File: config.mk
export PLATFORM = sky130hd
export DESIGN_NAME = io_regs_m
export DESIGN_NICKNAME = d
export VERILOG_FILES = /design/src/rtl/io_regs_m_pkg.sv /design/src/rtl/io_regs_m_controller_scan.sv /design/src/rtl/io_regs_m.sv
export SDC_FILE = /design/constraint.sdc
export NUM_CORES = 1
export LEC_CHECK = 0
export CORE_MARGIN = 2
export CORE_UTILIZATION = 30
export CTS_BUF_LIST = sky130_fd_sc_hd__clkbuf_8
export CTS_CLUSTER_SIZE = 12
export DETAILED_ROUTE_END_ITERATION = 16
export HOLD_SLACK_MARGIN = 0.02
export SETUP_SLACK_MARGIN = 0.5
export SLEW_MARGIN = 20
export SYNTH_ARGS = -nofsm -noshare
export SYNTH_HDL_FRONTEND = slang
export SYNTH_SLANG_ARGS = --single-unit
File: constraint.sdc
create_clock -name clk -period 2.75 [get_ports clk]
set_input_delay 0.55 -clock clk [delete_from_list [all_inputs] [get_ports clk]]
set_output_delay 0.55 -clock clk [all_outputs]
set_load 0.005 [all_outputs]
File: src/rtl/io_regs_m_pkg.sv
// Shared definitions for the I/O register block: IO addresses, scan FSM states, button bit map.
package io_regs_m_pkg;

  localparam logic [15:0] ADDR_IN_VBLANK      = 16'h7000;
  localparam logic [15:0] ADDR_CLR_VBLANK_IRQ = 16'h7001;
  localparam logic [15:0] ADDR_CONTROLLER_1   = 16'h7002;
  localparam logic [15:0] ADDR_CONTROLLER_2   = 16'h7003;

  typedef enum logic [2:0] {
    SCAN_IDLE,
    SCAN_LATCH,
    SCAN_READ,
    SCAN_PULSE,
    SCAN_COMMIT
  } scan_state_e;

  // First serial bit from the pad lands in bit 7.
  localparam int unsigned BTN_A      = 7;
  localparam int unsigned BTN_B      = 6;
  localparam int unsigned BTN_SELECT = 5;
  localparam int unsigned BTN_START  = 4;
  localparam int unsigned BTN_UP     = 3;
  localparam int unsigned BTN_DOWN   = 2;
  localparam int unsigned BTN_LEFT   = 1;
  localparam int unsigned BTN_RIGHT  = 0;

endpackage

File: src/rtl/io_regs_m_controller_scan.sv
// Serial pad scanner: latches both pads, clocks out 8 bits each, commits results atomically.
module controller_scan_m
  import io_regs_m_pkg::*;
#(
  parameter int unsigned CLK_DIV      = 8,
  parameter int unsigned LATCH_CYCLES = 16
) (
  input  logic       clk,
  input  logic       rst_n,
  input  logic       start,
  input  logic       data_1,
  input  logic       data_2,
  output logic       ctrl_latch,
  output logic       ctrl_clk,
  output logic [7:0] buttons_1,
  output logic [7:0] buttons_2
);

  localparam logic [7:0] LATCH_LAST = 8'(LATCH_CYCLES - 1);
  localparam logic [7:0] PHASE_LAST = 8'(CLK_DIV - 1);

  scan_state_e state;
  logic [7:0]  timer;
  logic [2:0]  bit_cnt;
  logic [7:0]  shift_1;
  logic [7:0]  shift_2;

  always_ff @(posedge clk or negedge rst_n) begin
    if (!rst_n) begin
      state      <= SCAN_IDLE;
      timer      <= '0;
      bit_cnt    <= '0;
      shift_1    <= '0;
      shift_2    <= '0;
      buttons_1  <= '0;
      buttons_2  <= '0;
      ctrl_latch <= 1'b0;
      ctrl_clk   <= 1'b0;
    end else begin
      case (state)
        SCAN_IDLE: begin
          if (start) begin
            state      <= SCAN_LATCH;
            ctrl_latch <= 1'b1;
            timer      <= '0;
          end
        end
        SCAN_LATCH: begin
          if (timer == LATCH_LAST) begin
            state      <= SCAN_READ;
            ctrl_latch <= 1'b0;
            timer      <= '0;
            bit_cnt    <= '0;
          end else begin
            timer <= timer + 8'd1;
          end
        end
        SCAN_READ: begin
          // Pad lines are active-low; sample at the end of the low phase.
          if (timer == PHASE_LAST) begin
            shift_1 <= {shift_1[6:0], ~data_1};
            shift_2 <= {shift_2[6:0], ~data_2};
            timer   <= '0;
            if (bit_cnt == 3'd7) begin
              state <= SCAN_COMMIT;
            end else begin
              state    <= SCAN_PULSE;
              ctrl_clk <= 1'b1;
            end
          end else begin
            timer <= timer + 8'd1;
          end
        end
        SCAN_PULSE: begin
          if (timer == PHASE_LAST) begin
            state    <= SCAN_READ;
            ctrl_clk <= 1'b0;
            bit_cnt  <= bit_cnt + 3'd1;
            timer    <= '0;
          end else begin
            timer <= timer + 8'd1;
          end
        end
        SCAN_COMMIT: begin
          buttons_1 <= shift_1;
          buttons_2 <= shift_2;
          state     <= SCAN_IDLE;
        end
        default: begin
          state      <= SCAN_IDLE;
          ctrl_latch <= 1'b0;
          ctrl_clk   <= 1'b0;
        end
      endcase
    end
  end

endmodule

File: src/rtl/io_regs_m.sv
// I/O register file at 0x7000..0x7003: vblank IRQ latch, read-data mux, and pad scanner.
module io_regs_m
  import io_regs_m_pkg::*;
#(
  parameter int unsigned CLK_DIV      = 8,
  parameter int unsigned LATCH_CYCLES = 16
) (
  input  logic       clk,
  input  logic       rst_n,
  input  logic       cpu_read_en,
  input  logic       cpu_write_en,
  input  logic       SELECT_in_vblank,
  input  logic       SELECT_clr_vblank_irq,
  input  logic       SELECT_controller_1,
  input  logic       SELECT_controller_2,
  input  logic       vblank_start,
  input  logic       in_vblank,
  input  logic       ctrl_data_1,
  input  logic       ctrl_data_2,
  output logic       ctrl_latch,
  output logic       ctrl_clk,
  output logic [7:0] cpu_data_out,
  output logic       cpu_data_out_en,
  output logic       vblank_irq_n
);

  logic       irq_flag;
  logic [7:0] buttons_1;
  logic [7:0] buttons_2;

  // Set has priority over the CPU acknowledge so a new vblank is never lost.
  always_ff @(posedge clk or negedge rst_n) begin
    if (!rst_n) begin
      irq_flag <= 1'b0;
    end else if (vblank_start) begin
      irq_flag <= 1'b1;
    end else if (cpu_write_en && SELECT_clr_vblank_irq) begin
      irq_flag <= 1'b0;
    end
  end

  assign vblank_irq_n = ~irq_flag;

  always_comb begin
    cpu_data_out_en = cpu_read_en & (SELECT_in_vblank | SELECT_clr_vblank_irq |
                                     SELECT_controller_1 | SELECT_controller_2);
    cpu_data_out    = '0;
    if (cpu_read_en) begin
      if (SELECT_in_vblank)         cpu_data_out = {7'b0, in_vblank};
      else if (SELECT_controller_1) cpu_data_out = buttons_1;
      else if (SELECT_controller_2) cpu_data_out = buttons_2;
    end
  end

  controller_scan_m #(
    .CLK_DIV      (CLK_DIV),
    .LATCH_CYCLES (LATCH_CYCLES)
  ) u_scan (
    .clk        (clk),
    .rst_n      (rst_n),
    .start      (vblank_start),
    .data_1     (ctrl_data_1),
    .data_2     (ctrl_data_2),
    .ctrl_latch (ctrl_latch),
    .ctrl_clk   (ctrl_clk),
    .buttons_1  (buttons_1),
    .buttons_2  (buttons_2)
  );

endmodule
Word-level counts from Yosys, hierarchy flattened
Cells that the tools add are included.
- register bits: 49
- input bits: 12
- output and inout bits: 12
- word-level logic and storage cells: 73
- $add $sub $neg: 2
- equality and inequality tests: 12
- muxes and demuxes: 26
- bitwise operators: 9
- reductions and logical operators: 14
- operators with widths (cell ; number):
    two-way mux 8 bit ; 7
    one-hot mux 8 bit (3 select lines) ; 1
    two-way mux 3 bit ; 7
    one-hot mux 3 bit (4 select lines) ; 1
    adder 8 x 1 -> 8 bit (second input constant) ; 1
    equality test 8 x 3 -> 1 bit (second input constant) ; 1
    equality test 8 x 4 -> 1 bit (second input constant) ; 1
    AND reduction 4 bit ; 2
    two-way mux 1 bit ; 7
    equality test 3 x 2 -> 1 bit (second input constant) ; 2
    equality test 3 bit (second input constant) ; 2
    inequality test 2 x 1 -> 1 bit (second input constant) ; 3
    one-hot mux 1 bit (3 select lines) ; 2
    one-hot mux 3 bit (2 select lines) ; 1
    AND reduction 3 bit ; 2
    OR reduction 3 bit ; 2
    NOT 1 bit ; 5
    inequality test 2 bit (second input constant) ; 2
    AND reduction 2 bit ; 2
    nonzero test 2 bit ; 2
    adder 3 x 1 -> 3 bit (second input constant) ; 1
    equality test 3 x 1 -> 1 bit (second input constant) ; 1
    zero test 3 bit ; 1
    bitwise OR 1 bit ; 3
    4 further kinds ; 4

Depth between registers and ports, before layout
Gate-level depths: netlist (run 1).
- depth after elaboration: 4
- mapped depth: 7
- depth with buffers taken out: 6

Cells and area by module
From an unflattened synthesis (run 1), not the netlist that was laid out.
- cell total of the unflattened synthesis: 200
- area, all modules: 2332.2 µm²
- by module, submodules not included (module ; instances ; cells an instance ; area each (µm²) ; seq. area each (µm²)):
    controller_scan_m ; 1 ; 165 ; 2110.8 ; 1201.2
    io_regs_m ; 1 ; 35 ; 221.5 ; 25.0

Least setup slack after synthesis (run 1)
Ideal clock, no wire load.
- path type: reg2reg
- start point: register u_scan.timer[0]
- end point: register u_scan.shift_1[2]
- library setup time: 0.125 ns
- arrival time: 1.767 ns
- required time: 2.625 ns
- path slack: 0.858 ns
- cell stages (with the launch flop): 8
- buffers on the path: 2
- period minus slack after synthesis: 1.892 ns
- cells stage by stage: dfrtp_1 -> ha_1 -> and2_0 -> clkbuf_1 -> nand3b_2 -> or3_1 -> buf_6 -> mux2_4
- word-level cells in the longest chain between the ends: 2
- ends and longest elaborated chain (item ; RTL line ; source):
    from (decl) ; io_regs_m_controller_scan.sv:23 ; logic [7:0] timer;
    from (signal assigned) ; io_regs_m_controller_scan.sv:55 ; timer <= timer + 8'd1;
    from (signal assigned) ; io_regs_m_controller_scan.sv:71 ; timer <= timer + 8'd1;
    from (signal assigned) ; io_regs_m_controller_scan.sv:81 ; timer <= timer + 8'd1;
    equality test 8 x 3 -> 1 bit ; io_regs_m_controller_scan.sv:60 ; if (timer == PHASE_LAST) begin
    AND reduction 2 bit (no source line) ; - ;
    to (signal assigned) ; io_regs_m_controller_scan.sv:61 ; shift_1 <= {shift_1[6:0], ~data_1};
    to (decl) ; io_regs_m_controller_scan.sv:25 ; logic [7:0] shift_1;
No other way between the ends.
A chain may end at the register's enable or synchronous reset.

Worst setup path in the final report (run 1)
- start point: input port SELECT_controller_2
- end point: output port cpu_data_out[0]
- word-level cells in the longest chain between the ends: 4
- ends and longest elaborated chain (item ; RTL line ; source):
    from (decl) ; io_regs_m.sv:15 ; input logic SELECT_controller_2,
    two-way mux 8 bit ; io_regs_m.sv:51 ; else if (SELECT_controller_2) cpu_data_out = buttons_2;
    two-way mux 8 bit ; io_regs_m.sv:50 ; else if (SELECT_controller_1) cpu_data_out = buttons_1;
    two-way mux 8 bit ; io_regs_m.sv:49 ; if (SELECT_in_vblank) cpu_data_out = {7'b0, in_vblank};
    two-way mux 8 bit ; io_regs_m.sv:48 ; if (cpu_read_en) begin
    to (decl) ; io_regs_m.sv:22 ; output logic [7:0] cpu_data_out,
No other way between the ends.

==> results of run 1 <==
==> final cells by class <==
type / count / area (um2) / area share
inverter: 6 / 22.5 / 0.00802
tap: 102 / 128 / 0.0455
clock buffer: 5 / 68.8 / 0.0245
sequential: 49 / 1230 / 0.437
clock inverter: 3 / 21.3 / 0.00758
multi-input combinational: 131 / 1020 / 0.363
timing repair buffer: 36 / 322 / 0.115
==> metrics by stage <==
stage          instances  setup WS, ps  power (mW)  instance area [um2]  hold slack [ps]
2_1_floorplan        200           858       0.926                 2320              254
3_3_place_gp         319          23.9        1.00                 2670              459
3_5_place_dp         319          35.1        1.01                 2670              463
4_1_cts              330           542        1.44                 2790              132
5_1_grt              332           500        1.50                 2810              142
6_report             332           553        1.42                 2810              130
==> worst paths after layout <==
| path | from | endpoint |
|---|---|---|
| min | rst_n | u_scan.ctrl_clk |
| max in group asynchronous | rst_n | u_scan.shift_1[2] |
| min in group clk | irq_flag | irq_flag |
| min reg2reg | irq_flag | irq_flag |
| max reg2reg | u_scan.timer[0] | u_scan.shift_1[2] |
| max | SELECT_controller_2 | cpu_data_out[0] |
==> timing repair <==
item                       in CTS  in global routing
setup endpoints to repair       9                  2
gates resized for setup        19                  1
setup buffers                   3                  2
==> cell usage in the layout (no fill, tap or decap), types with 3 or more instances in the layout <==
cell             instances
a21oi_1                  4
nand2_1                  9
nor2_1                  14
dfrtp_1                 49
o21ai_0                  8
mux2i_1                  4
mux2_2                  29
nand3_1                 10
ha_1                     3
a22oi_1                  7
buf_4                   11
inv_1                    6
o211ai_1                 3
clkbuf_8                 5
a21o_1                   4
dlygate4sd2_1           10
clkdlybuf4s50_1         10
a22o_1                   4
==> registers in the layout (all words and copies together), names as in the netlist <==
| signal | flops |
|---|---|
| irq_flag | 1 |
| u_scan.bit_cnt | 3 |
| u_scan.buttons_1 | 8 |
| u_scan.buttons_2 | 8 |
| u_scan.ctrl_clk | 1 |
| u_scan.ctrl_latch | 1 |
| u_scan.shift_1 | 8 |
| u_scan.shift_2 | 8 |
| u_scan.state | 3 |
| u_scan.timer | 8 |
==> power by group through the flow <==
stage	sequential (mW)	clock, mW	combinational [mW]
finish	0.782	0.426	0.215
floorplan	0.777	0	0.150
detailed placement	0.796	0	0.209
global route	0.788	0.474	0.242
CTS	0.782	0.441	0.215
global placement	0.796	0	0.205
==> layer usage <==
| layer | global-route usage | share of wire |
|---|---|---|
| met4 | 0.0299 | 0.012 |
| met2 | 0.170 | 0.45 |
| met5 | 0 | 0 |
| met3 | 0.0271 | 0.039 |
| met1 | 0.157 | 0.50 |
==> worst max-delay path, cell delays in order <==
cell	delay [ps]
dlygate4sd2_1	240
nor2b_4	130
buf_4	120
a22oi_1	120
o21ai_0	80
and2_1	150
dlygate4sd2_1	250
==> cell usage after synthesis <==
cell | instances | area, um2
clkbuf_1 | 9 | 33.8
buf_6 | 1 | 11.3
and4_1 | 1 | 8.76
or3_1 | 1 | 6.26
nor2b_1 | 2 | 12.5
mux2_4 | 2 | 30.0
o22ai_1 | 2 | 12.5
o211ai_1 | 3 | 22.5
or4b_1 | 1 | 10.0
buf_4 | 1 | 7.51
inv_1 | 6 | 22.5
and2_0 | 1 | 6.26
a21o_1 | 4 | 30.0
or2_2 | 1 | 6.26
nor3_2 | 1 | 10.0
nor3_1 | 2 | 10.0
mux2i_1 | 4 | 40.0
o21ai_0 | 8 | 40.0
a22o_1 | 4 | 35.0
and3_1 | 1 | 6.26
xor2_1 | 1 | 8.76
a311oi_1 | 1 | 8.76
dfrtp_1 | 49 | 1230
ha_1 | 3 | 37.5
nand3b_2 | 1 | 11.3
nand4b_1 | 1 | 8.76
a31oi_1 | 1 | 6.26
a21oi_1 | 4 | 20.0
nor4_4 | 1 | 21.3
xnor2_1 | 1 | 8.76
and2_1 | 2 | 12.5
nor4_1 | 2 | 12.5
mux2_2 | 29 | 327
or3b_2 | 1 | 8.76
nand4_1 | 1 | 6.26
nor2_1 | 14 | 52.6
buf_2 | 3 | 15.0
o41a_1 | 1 | 11.3
nand3_1 | 10 | 50.1
a22oi_1 | 8 | 60.1
nand2_1 | 9 | 33.8
nand2b_1 | 2 | 12.5
==> logic make-up (layout without fill, tap and decap cells) <==
logic type,after synthesis,count (layout),synth area share
simple gates,55,55,0.132
mux,35,35,0.171
xor+xnor,2,2,0.00755
fa+ha+maj,3,3,0.0162
buf+inv,20,50,0.0388
compound gates,36,36,0.106
flops,49,49,0.528
==> flow_summary.yaml, run 1 <==
status:
  status: "complete, no violations"
worst_setup_path:
  ff2ff_setup_slack_ps: 650
  crit_required_ps: 2200
  cp-start-kind: "primary input"
  arrival_ps: 1650
  reg2reg_depth: 5
  critical_path.endpoint_type: "primary output"
  cp_max_fo: 3
  path_class: "in2out"
global_routing:
  grt_remaining_overflow: 0
  grt_max_degree: 22
  grt_pass1_vias: 1541
  grt_antenna_before_repair: 0
  grt_usage: 0.111
  grt_pass1_wl_mm: 7.67
clocking:
  htree_levels: 2
  postCtsHoldBufs: 0
  numCtsBuffers: 5
  clk_latency_ps: 300
  max-clock-path-buffers: 2
  clock_sinks: 49
  path_clk_slew_ps: 90
  ctsRootBufferMaster: "clkbuf_8"
  cts_tree: "yes"
die:
  die_width_um: 92.0
  initial_core_util: 0.305
  io-pin-count: 24
  core_um2: 7610
  die_h_um: 92.0
  rows: 32
  die-area_um2: 8460
sta:
  slew_headroom: 0.641
  setup_viol: 0
  fmax_ghz: 0.455
  post-route-min-period_ps: 2200
  worst_pin_slew_ps: 538
  finalCritPeriodShare: 0.799
  finClkSkew_ps: 7.43
  rsz0062_at_grt: "no"
  finalSetupTns_ps: 0
  hold_viol_final: 0
  drv_slew: 0
detailed_routing:
  vias: 1588
  dr.first_iter.drc_count: 66
  drt-total-wl_mm: 4.39
  post-route-drc-count: 0
  viasPerCell: 4.78
  drtPass1Iterations: 4
  antenna_left: 0
  wl_per_cell_um: 13.2
logic_synthesis:
  netlist_instances: 200
  syn_nets: 215
  netlist_area_um2: 2320
  ys_ff_latch: 49
  synth_cell_types: 42
  yosys_warnings: 0
  synth.avg_cell_area_um2: 11.6
  yosysSeqAreaShare: 0.528
pwr:
  peakVddDrop_v: 0.000326
  p_leak_nw: 1.34
  pwr-share-clk: 0.299
  switchingPower_uw: 396
  combPwrFrac: 0.151
  internal-power_mw: 1.03
  seqPwrFrac: 0.550
  p_sw_frac: 0.278
  power_density_nw_per_um2: 507
placed_design:
  gp_congestion: 0.712
  port_buffers: 23
  hpwlAfterDp_mm: 3.15
cells_and_area:
  num-fill-cells: 756
  final_nets: 244
  drive_gt1_frac: 0.270
  syn2layout_area_growth_pct: 21.0
  final_util: 0.369
  antenna_cells: 0
flow_run:
  cap_violations: 0
worst_hold_path:
  hp-class: "in2async"
No activity file was read; power rests on OpenSTA's default activity.
==> inputs of run 2 (changes only) <==
==> constraint.sdc (replaced) <==
create_clock -name clk -period 2.1 [get_ports clk]
set_input_delay 0.42 -clock clk [delete_from_list [all_inputs] [get_ports clk]]
set_output_delay 0.42 -clock clk [all_outputs]
set_load 0.005 [all_outputs]
==> flow_summary.yaml, run 2 (synthesis results as in run 1) <==
placed_design:
  hpwlAfterDp_mm: 3.14
  dpl.cell_count: 326
  port_buffers: 23
  gp_congestion: 0.716
cells_and_area:
  syn2layout_area_growth_pct: 34.6
  drive_gt1_frac: 0.466
  layout.cells.most_common_list: "dfrtp_1, mux2_2, buf_4"
  instances_no_fill: 355
  final_util: 0.411
  antenna_cells: 0
  final_nets: 267
  layout_commonest_cell: "dfrtp_1"
pwr:
  p_leak_nw: 1.48
  peakVddDrop_v: 0.000258
  total_power_mw: 2.12
  power_density_nw_per_um2: 680
detailed_routing:
  drtPass1Iterations: 4
  wl_per_cell_um: 14.0
  vias: 1716
  viasPerCell: 4.83
  post-route-drc-count: 0
  antenna_left: 0
  dr.first_iter.drc_count: 95
  drt-total-wl_mm: 4.97
clocking:
  clock_sinks: 49
  postCtsHoldBufs: 0
  cts_tree: "yes"
  path_clk_slew_ps: 90
  clk_latency_ps: 310
  numCtsBuffers: 5
  ctsRootBufferMaster: "clkbuf_8"
  htree_levels: 2
  max-clock-path-buffers: 2
sta:
  finClkSkew_ps: 7.23
  post-route-min-period_ps: 1740
  hold_viol_final: 0
  hold_ws_ps: 199
  drv_slew: 0
  rsz0062_at_grt: "yes"
  worst_pin_slew_ps: 644
  finalCritPeriodShare: 0.831
  slew_headroom: 0.571
  setup_viol: 0
  fmax_ghz: 0.573
worst_setup_path:
  critical_path.endpoint_type: "flip-flop"
  crit_required_ps: 2300
  cp-startpoint: "u_scan.timer[6]"
  cp_max_fo: 4
  path_class: "reg2reg"
  cp-start-kind: "flip-flop"
  arrival_ps: 1950
  r2r-start: "u_scan.timer[6]"
die:
  io-pin-count: 24
  initial_core_util: 0.305
  die_width_um: 92.0
  die_h_um: 92.0
  core_um2: 7610
  die-area_um2: 8460
  rows: 32
flow_run:
  cap_violations: 0
global_routing:
  grt_max_degree: 50
  grt_usage: 0.127
  grt_antenna_before_repair: 0
  grt_pass1_vias: 1748
  grt_pass1_wl_mm: 8.62
  grt_remaining_overflow: 0
worst_hold_path:
  hp-class: "in2async"
status:
  status: "complete, no violations"
## run 2: cell count changes in the layout (fill, tap and decap cells not counted), moves of 5 or more
| cell | change |
|---|---|
| a22oi_1 | -7 |
| a22oi_2 | +7 |
| dlygate4sd2_1 | -6 |
| buf_6 | +9 |
| clkdlybuf4s50_1 | -5 |
| buf_2 | +6 |
| buf_4 | +14 |
## run 2: critical path, stage by stage, from the launching register on
cell      delay [ps]
dfrtp_2          430
nor4_4           370
nand3b_4         140
or3_4            400
mux2_4           310
## run 2: layout make-up
| class | count | area [um2] |
|---|---|---|
| clock buffer | 6 | 82.6 |
| clock inverter | 2 | 17.5 |
| fill | 748 | 4480 |
| inverter | 6 | 22.5 |
| multi-input combinational | 131 | 1140 |
| sequential | 49 | 1230 |
| tap | 102 | 128 |
| timing repair buffer | 59 | 499 |
## run 2: per-layer routing
layer	up-vias	part of all wire	global-route usage
met3	8	0.024	0.0263
met4	0	0.016	0.0448
met5	-	0	0
met1	871	0.47	0.166
met2	17	0.49	0.210
li1	820	-	-
## run 2: final timing paths
path,endpoint,slack (ps),cells after the start
worst max-delay path,u_scan.shift_2[7],360,4
worst min-delay path,u_scan.timer[7],200,2
worst max register to register,u_scan.shift_2[7],360,4
worst min register to register,irq_flag,510,1
max in group asynchronous,u_scan.state[1],1420,2
min in group clk,irq_flag,510,1
## run 2: report_power, final
part           switching (mW)  total (mW)  internal [mW]  leakage, nW
clock                   0.338       0.612          0.274       0.0518
combinational           0.213       0.486          0.272        0.765
sequential             0.0479        1.03          0.978        0.661
total                   0.599        2.12           1.52         1.48
## run 2: through the flow
stage / setup TNS (ps) / setup WS, ps / area (um2)
2_1_floorplan: 0 / 284 / 2330
6_report: 0 / 356 / 3120
3_5_place_dp: -2480 / -349 / 2720
3_3_place_gp: -2260 / -321 / 2720
5_1_grt: 0 / 300 / 3120
4_1_cts: 0 / 334 / 3070
## run 2: repair_timing
| item | in CTS | in global routing |
|---|---|---|
| endpoints found under the setup margin | 56 | 55 |
| gates resized for setup | 87 | 12 |
| pin swaps | 15 | 11 |
| gates cloned | 1 | 0 |
| setup buffers | 14 | 6 |
==> inputs of run 3 (changes only) <==
==> constraint.sdc (replaced) <==
create_clock -name clk -period 1.5 [get_ports clk]
set_input_delay 0.3 -clock clk [delete_from_list [all_inputs] [get_ports clk]]
set_output_delay 0.3 -clock clk [all_outputs]
set_load 0.005 [all_outputs]
==> flow_summary.yaml, run 3 (synthesis results as in run 1) <==
status:
  status: "finished with violations"
  violations: "negative setup slack"
sta:
  layout_setup_ws_ps: -205
  slew_headroom: 0.797
  hold_ws_ps: 410
  finalSetupTns_ps: -4430
  rsz0062_at_grt: "yes"
  drv_slew: 0
  worst_pin_slew_ps: 305
  finClkSkew_ps: 10.8
  post-route-min-period_ps: 1710
  hold_viol_final: 0
  fmax_ghz: 0.586
  setup_viol: 30
  finalCritPeriodShare: 1.14
cells_and_area:
  final_util: 0.463
  layout.cells.most_common_list: "dfrtp_1, buf_4, buf_6"
  drive_gt1_frac: 0.547
  syn2layout_area_growth_pct: 51.7
  layout_commonest_cell: "dfrtp_1"
  design_area_um2: 3520
  antenna_cells: 0
  final_nets: 301
detailed_routing:
  wl_met3_um: 179
  post-route-drc-count: 0
  vias: 1842
  wl_per_cell_um: 14.0
  antenna_left: 0
  wl_met2_mm: 2.69
  dr.first_iter.drc_count: 71
  m1WireLength_mm: 2.50
  top_layer_used: "met4"
  drtPass1Iterations: 4
  drt-total-wl_mm: 5.46
  viasPerCell: 4.74
worst_setup_path:
  slowest_delay_ps: 410
  critical_path.endpoint_type: "flip-flop"
  cp_max_fo: 4
  path_class: "reg2reg"
  cp-start-kind: "flip-flop"
  crit_slowest_cell: "dfrtp_1"
  crit_required_ps: 1690
  arrival_ps: 1900
  crit_chain: "nor4_4 -> nand3b_2 -> or3_4 -> mux2_4"
placed_design:
  dp_slack_ps: -650
  gp_congestion: 0.790
  dpl_cell_area_um2: 2920
  port_buffers: 23
  hpwlAfterDp_mm: 3.42
flow_run:
  cap_violations: 0
die:
  rows: 32
  die-area_um2: 8460
  core_um2: 7610
  io-pin-count: 24
  initial_core_util: 0.305
  die_h_um: 92.0
  die_width_um: 92.0
clocking:
  ctsRootBufferMaster: "clkbuf_8"
  clk_latency_ps: 310
  numCtsBuffers: 5
  cts_tree: "yes"
  htree_levels: 2
  clock_sinks: 49
  path_clk_slew_ps: 100
  max-clock-path-buffers: 2
global_routing:
  grt_pass1_vias: 1907
  grt_max_degree: 27
  grt_remaining_overflow: 0
  grt_usage: 0.137
  grt_antenna_before_repair: 0
  grt_pass1_wl_mm: 9.25
worst_hold_path:
  hp-class: "in2async"
pwr:
  peakVddDrop_v: 0.000384
  p_leak_nw: 1.67
  power_density_nw_per_um2: 871
[run 3: final cells by class]
cell class,instances,area (um2)
fillers,704,4090
multi-input cells,131,1230
repair buffers,93,821
flip-flops and latches,49,1230
clock buffers,5,68.8
inverters,6,22.5
clock inverters,3,21.3
well taps,102,128
[run 3: worst paths after layout]
kind	slack (ps)	start	endpoint	cells after the start
setup / recovery	-210	u_scan.timer[5]	u_scan.shift_2[7]	4
hold / removal	410	rst_n	u_scan.shift_1[0]	2
setup reg to reg	-210	u_scan.timer[5]	u_scan.shift_2[7]	4
hold reg to reg	520	u_scan.shift_1[7]	u_scan.buttons_1[7]	1
max in group asynchronous	670	rst_n	u_scan.state[2]	3
min in group clk	510	SELECT_clr_vblank_irq	irq_flag	4
[run 3: timing repair]
action                                  in CTS  in global routing
endpoints found under the setup margin      60                 81
hold endpoints to repair                    13                  0
gates cloned                                 2                  0
hold buffers                                 1                  0
buffers inserted                            15                 14
pin swaps                                   25                 19
resized for setup                          118                 20
[run 3: worst max-delay path, delay by kind of cell, from the launching register on]
| kind | cells | cell delay, ps |
|---|---|---|
| and+or+nand+nor | 3 | 880 |
| DFF | 1 | 410 |
| muxes | 1 | 310 |
[run 3: power by group]
part           switching (mW)  internal, mW  leakage [nW]
sequential             0.0265          1.37         0.666
combinational           0.390         0.492         0.964
clock                   0.459         0.331        0.0445
total                   0.875          2.19          1.67
[run 3: metal layers]
layer | vias up | GRT usage
li1 | 894 | -
met1 | 907 | 0.177
met2 | 32 | 0.227
met3 | 9 | 0.0312
met4 | 0 | 0.0473
met5 | - | 0
[run 3: per-stage QoR]
stage / instances / total power, mW
after floorplan: 200 / 1.72
after global placement: 349 / 1.99
after detailed placement: 349 / 2.00
after CTS: 375 / 2.94
after global routing: 389 / 3.23
final: 389 / 3.07
